$ cat src/rtl/hold_counter_pkg.sv
// Shared types and reset defaults for the dwelling up/down counter.
package hold_counter_pkg;

  typedef enum logic {
    COUNT = 1'b0,
    HOLD  = 1'b1
  } state_t;

  localparam int PKG_WIDTH    = 3;
  localparam int PKG_HOLD_W   = 2;
  localparam int PKG_HOLD_VAL = 5;
  localparam int PKG_HOLD_LEN = 1;

endpackage

$ cat src/rtl/hold_counter.sv
// Wrapping up/down counter that dwells on hold_val for hold_len extra enabled cycles.
// All outputs registered; one edge of latency from any input.
module hold_counter
  import hold_counter_pkg::*;
#(
  parameter int WIDTH        = PKG_WIDTH,
  parameter int MAX_VAL      = 2**WIDTH - 1,
  parameter int HOLD_W       = PKG_HOLD_W,
  parameter int DEF_HOLD_VAL = PKG_HOLD_VAL,
  parameter int DEF_HOLD_LEN = PKG_HOLD_LEN
) (
  input  logic              clk,
  input  logic              rst,
  input  logic              en,
  input  logic              dir,
  input  logic              cfg_wr,
  input  logic [WIDTH-1:0]  cfg_hold_val,
  input  logic [HOLD_W-1:0] cfg_hold_len,
  output logic [WIDTH-1:0]  y,
  output logic              holding,
  output logic              wrap
);

  localparam logic [WIDTH-1:0] MAX_Y = WIDTH'(MAX_VAL);

  // Returns {wrapped, next_value}.
  function automatic logic [WIDTH:0] step(input logic [WIDTH-1:0] cur, input logic down);
    if (down)
      return (cur == '0) ? {1'b1, MAX_Y} : {1'b0, cur - WIDTH'(1)};
    else
      return (cur == MAX_Y) ? {1'b1, {WIDTH{1'b0}}} : {1'b0, cur + WIDTH'(1)};
  endfunction

  state_t             state, state_n;
  logic [HOLD_W-1:0]  hold_cnt, hold_cnt_n;
  logic [WIDTH-1:0]   hold_val;
  logic [HOLD_W-1:0]  hold_len;
  logic [WIDTH-1:0]   y_n;
  logic               wrap_n;
  logic [WIDTH:0]     stepped;

  always_comb begin
    state_n    = state;
    hold_cnt_n = hold_cnt;
    y_n        = y;
    wrap_n     = 1'b0;
    stepped    = step(y, dir);
    // A config write abandons any dwell so the new settings start cleanly.
    if (cfg_wr) begin
      state_n    = COUNT;
      hold_cnt_n = '0;
    end else if (en) begin
      unique case (state)
        COUNT: begin
          if (y == hold_val && hold_len != '0) begin
            state_n    = HOLD;
            hold_cnt_n = HOLD_W'(1);
          end else begin
            y_n    = stepped[WIDTH-1:0];
            wrap_n = stepped[WIDTH];
          end
        end
        HOLD: begin
          if (hold_cnt == hold_len) begin
            state_n    = COUNT;
            hold_cnt_n = '0;
            y_n        = stepped[WIDTH-1:0];
            wrap_n     = stepped[WIDTH];
          end else begin
            hold_cnt_n = hold_cnt + HOLD_W'(1);
          end
        end
        default: state_n = COUNT;
      endcase
    end
  end

  always_ff @(posedge clk) begin
    if (rst) begin
      state    <= COUNT;
      hold_cnt <= '0;
      y        <= '0;
      holding  <= 1'b0;
      wrap     <= 1'b0;
      hold_val <= WIDTH'(DEF_HOLD_VAL);
      hold_len <= HOLD_W'(DEF_HOLD_LEN);
    end else begin
      state    <= state_n;
      hold_cnt <= hold_cnt_n;
      y        <= y_n;
      holding  <= (state_n == HOLD);
      wrap     <= wrap_n;
      if (cfg_wr) begin
        hold_val <= cfg_hold_val;
        hold_len <= cfg_hold_len;
      end
    end
  end

endmodule
$ cat config.mk
export PLATFORM = sky130hd
export DESIGN_NAME = hold_counter
export DESIGN_NICKNAME = d
export VERILOG_FILES = /design/src/rtl/hold_counter_pkg.sv /design/src/rtl/hold_counter.sv
export SDC_FILE = /design/constraint.sdc
export NUM_CORES = 1
export LEC_CHECK = 0
export ABC_CLOCK_PERIOD_IN_PS = 1900
export BUFFER_PORTS_ARGS = -buffer_cell sky130_fd_sc_hd__buf_4
export CAP_MARGIN = 10
export CORE_UTILIZATION = 51
export DETAILED_ROUTE_END_ITERATION = 8
export PLACE_DENSITY_LB_ADDON = 0.05
export SYNTH_ARGS = -nofsm -noshare
export SYNTH_HDL_FRONTEND = slang
export SYNTH_SLANG_ARGS = --single-unit
$ cat constraint.sdc
create_clock -name clk -period 1.9 [get_ports clk]
set_clock_uncertainty 0.15 [all_clocks]
set_input_delay 0.095 -clock clk [delete_from_list [all_inputs] [get_ports clk]]
set_output_delay 0.095 -clock clk [all_outputs]
set_load 0.03 [all_outputs]
== Word level (Yosys, flattened, before mapping) ==
Cells that the tools add are included.
Word-level totals
  word-level logic and storage cells: 40
  register bits: 12
  bits of input ports: 10
  output and inout bits: 5
Operators by class
  bitwise operators: 3
  reduce and logical (&&, ||, !) cells: 7
  add/subtract/negate cells: 3
  equal/unequal tests: 6
  multiplexer cells: 15
Operators with widths (number)
  4-bit two-way mux: 3
  3-bit two-way mux: 2
  3-bit one-hot mux with 2 select lines: 1
  1-bit two-way mux: 4
  2-bit two-way mux: 2
  2-bit inequality test (second input constant): 2
  1-bit one-hot mux with 2 select lines: 2
  2-bit one-hot mux with 2 select lines: 1
  4-bit AND reduction: 1
  3-bit by 1-bit adder with 3-bit output (second input constant): 1
  3-bit equality test: 1
  3-bit equality test (second input constant): 1
  3-bit zero test: 1
  1-bit NOT: 3
  3-bit OR reduction: 1
  3-bit by 1-bit subtractor with 3-bit output (second input constant): 1
  2-bit by 1-bit adder with 2-bit output (second input constant): 1
  2-bit equality test: 1
  2-bit by 1-bit inequality test with 1-bit output (second input constant): 1
  2-bit AND reduction: 1
  2-bit nonzero test: 1
  2-bit OR reduction: 1
  1-bit logical AND: 1

== Depth between registers and ports, before layout ==
  depth after elaboration: 5
  depth in mapped cells: 6
  depth with buffers taken out: 6

== Worst setup path after synthesis ==
No wires, ideal clock.
  path kind: flip-flop to flip-flop
  from: reg state
  to: reg y[2]
  clock period less this slack: 1917 ps
  stages on the path, launching flop included: 5
  setup slack: -17 ps
  arrival: 1646 ps
  library setup time: 121 ps
  data required time: 1629 ps
  path buffers: 0
  path through: dfxtp_1 > o21bai_1 > and4b_4 > or3b_4 > mux2_4
Between the ends
  cells in the longest elaborated chain, start to end: 3
  elaborated cells on any way between the ends: 5
  classes of those cells: eq/ne (2); mux (1); bitwise (1); reduce/logical (1)
Ends and longest elaborated chain
  start: declaration: line hold_counter.sv:34  | state_t state, state_n;
  start signal: assignment: line hold_counter.sv:88  | state <= state_n;
  1-bit NOT
  2-bit inequality test (no source line)
  4-bit AND reduction (no source line)
  end signal: assignment: line hold_counter.sv:90  | y <= y_n;
  end: declaration: line hold_counter.sv:19  | output logic [WIDTH-1:0] y,
Several ways; a longest one is shown, not always the timed one.
A chain may end at the register's enable or synchronous reset.

== Worst setup path after layout ==
Ends and elaborated chain as after synthesis.

==> reports/metrics.cfg <==
[run_status]
status = finished clean

[clock_network]
clk_latency_ps = 280
clk_pin_slew_worst_paths_ps = 80
numClockSinks = 12
clockBufferDepth = 2
cts_tree = built
root_buffer = clkbuf_4
h-tree-depth = 1
numCtsBuffers = 3

[critical_path]
worstPathArrival_ps = 1810
slowest_stage = dfxtp_2
cp.required_ps = 1920
rrSetupSlack_ps = 110
crit_chain = o21bai_1, and4b_4, or3b_4, mux2_4
critPathMaxStageDelay_ps = 430
path_buf_inv = 0
endpoint_kind = flip-flop
reg2reg_depth = 4
critPathKind = reg -> reg
crit_fanout = 9
startpoint_type = flip-flop
timing.rr.end = y[2]$_SDFFE_PP0P_
path_delay_family = simple AND/OR/NAND/NOR gates
rr_startpoint = state$_SDFFE_PP0P_

[synth]
synth_warnings = 0
synth-seq-cells = 12
syn_inst = 76
ys_seq_area_share_pct = 34.41
synth_top_area_share_pct = 34.41
synth.area.top_cells = dfxtp_1, mux2i_1, ha_1
yosysTopAreaCell = dfxtp_1
synth.avg_cell_area_um2 = 9.186
synthFlopType = dfxtp_1
synth_area_um2 = 698.2
synthDistinctLibCells = 31
synth-edff-count = 0
synth-async-reset-ratio_pct = 0
postSynthNetCount = 90

[floorplanning]
io-pin-count = 15
row_count = 12
dieArea_um2 = 1521
chipWidth_um = 39
start_util_pct = 58.86
die_y_um = 39
design.core.area_um2 = 1186

[grt]
grt_overflow = 0
grt_use_total_pct = 30.62
antenna_found_initial = 0
grt_start_max_net_pins = 10
grt_pass1_wl_um = 3008
grt_pass1_vias = 663

[detailed_routing]
wl_per_cell_um = 15.91
firstDrtPassIters = 4
drc = 0
dr_total_vias = 673
viasPerCell = 5.703
wl_um = 1877
ant_nets = 0
initialDrtViolationCount = 9

[pwr]
powerDensity_nw_per_um2 = 618.8
vdd_drop_max_uv = 433.9
leakagePower_uw = 0.0004192

[worst_hold_path]
worstHoldEndpoint = hold_val[1]$_SDFFE_PP0P_
min_delay_path_depth = 3
hold_start = cfg_wr
hold_path_class = in -> reg

[timing]
hold_viol_final = 0
drv_slew = 0
fin_crit_sh_pct = 94.23
setup_slack_ps = 109.6
setup_violations = 0
clock.fmax_mhz = 558.5
grt_setup_unrepaired = false
max_slew.worst_pin.slew_ps = 373.1
fin_setup_tns_ps = 0
fin_crit_ps = 1790
relSlewSlack_pct = 74.90

[finish]
drive_gt1_share_pct = 22.12
final_common_cell = buf_4
nNetsFinal = 120
final_cell_mix = buf_4, dlygate4sd3_1, dfxtp_1, nand2_1
final_area_um2 = 964.7
area_growth_pct = 38.17
diodes = 0

[run]
cap_viol_max_count = 0

[placed_design]
dp_slack_ps = 161.3
place_area_um2 = 822.0
port_buffers = 14
dp_hpwl_um = 1086
place_congestion = 0.7670

-- worst max path at each step --
stage | from | end | slack (ps) | depth (start not counted)
floorplan | y[0]$_SDFFE_PP0P_ | y[2]$_SDFFE_PP0P_ | 8 | 6
global placement | y[1]$_SDFFE_PP0P_ | y[2]$_SDFFE_PP0P_ | 190 | 4
detailed placement | y[1]$_SDFFE_PP0P_ | y[2]$_SDFFE_PP0P_ | 160 | 4
CTS | y[1]$_SDFFE_PP0P_ | y[2]$_SDFFE_PP0P_ | 160 | 4
global route | y[1]$_SDFFE_PP0P_ | y[2]$_SDFFE_PP0P_ | 60 | 4
finish | state$_SDFFE_PP0P_ | y[2]$_SDFFE_PP0P_ | 110 | 4
-- timing repair --
item,4_1_cts,5_1_grt
hold buffers,12,0
gates resized for setup,0,0
hold endpoints to repair,7,0
buffers inserted,0,0
-- layout make-up --
class	instances	area, um2
Clock buffer	3	22.52
Inverter	6	22.52
Timing Repair Buffer	27	232.7
Tap cell	14	17.52
Fill cell	77	221.5
Multi-Input combinational cell	56	427.9
Sequential cell	12	241.5
-- metal layers --
metal	share of wire, %	GRT usage (%)
met5	0	0
met4	4.5	21.55
met3	4.6	6.358
met2	45	46.67
met1	46	37.63
-- report_power, final --
part | internal, uW | switching, uW | leakage [uW] | total, uW
clock network | 73.6 | 90.1 | 0.0000138 | 164
logic | 80.9 | 72.8 | 0.000307 | 154
registers | 264 | 15.4 | 0.0000988 | 280
-- synthesized netlist by cell type, drive strengths merged (3+ instances only) --
cell type,instances
dfxtp,12
ha,4
inv,6
mux2i,6
nand2,8
nand2b,3
nor2,3
xnor2,5
-- through the flow --
step	hold slack (ps)	utilization (%)	instances	total power, uW
3_5_place_dp	172.0	69.30	103	409.1
2_1_floorplan	73.66	-	76	365.4
5_1_grt	25.38	81.33	118	618.8
6_report	25.14	81.33	118	597.0
3_3_place_gp	159.3	69.30	103	405.9
4_1_cts	13.45	81.33	118	592.7
-- kinds of logic after synthesis --
family / count (synthesis) / share of synthesized area (%)
multiplexers: 7 / 10.75
AO/OA/AOI/OAI: 15 / 16.67
adder cells (fa/ha/maj): 4 / 7.169
buffers and inverters: 8 / 4.301
AND/OR/NAND/NOR: 25 / 20.43
flip-flops: 12 / 34.41
XOR/XNOR: 5 / 6.272
-- registers in the layout, indices dropped and copies added, names as in the netlist --
| register | flops |
|---|---|
| hold_len | 2 |
| wrap | 1 |
| hold_val | 3 |
| state | 1 |
| y | 3 |
| hold_cnt | 2 |
-- worst min-delay path: cells and delay by family --
| kind | cells | cell delay, ps |
|---|---|---|
| buf+inv | 1 | 150 |
| mux | 1 | 80 |
| simple gates | 1 | 90 |
Power figures use the tool's default switching activity.
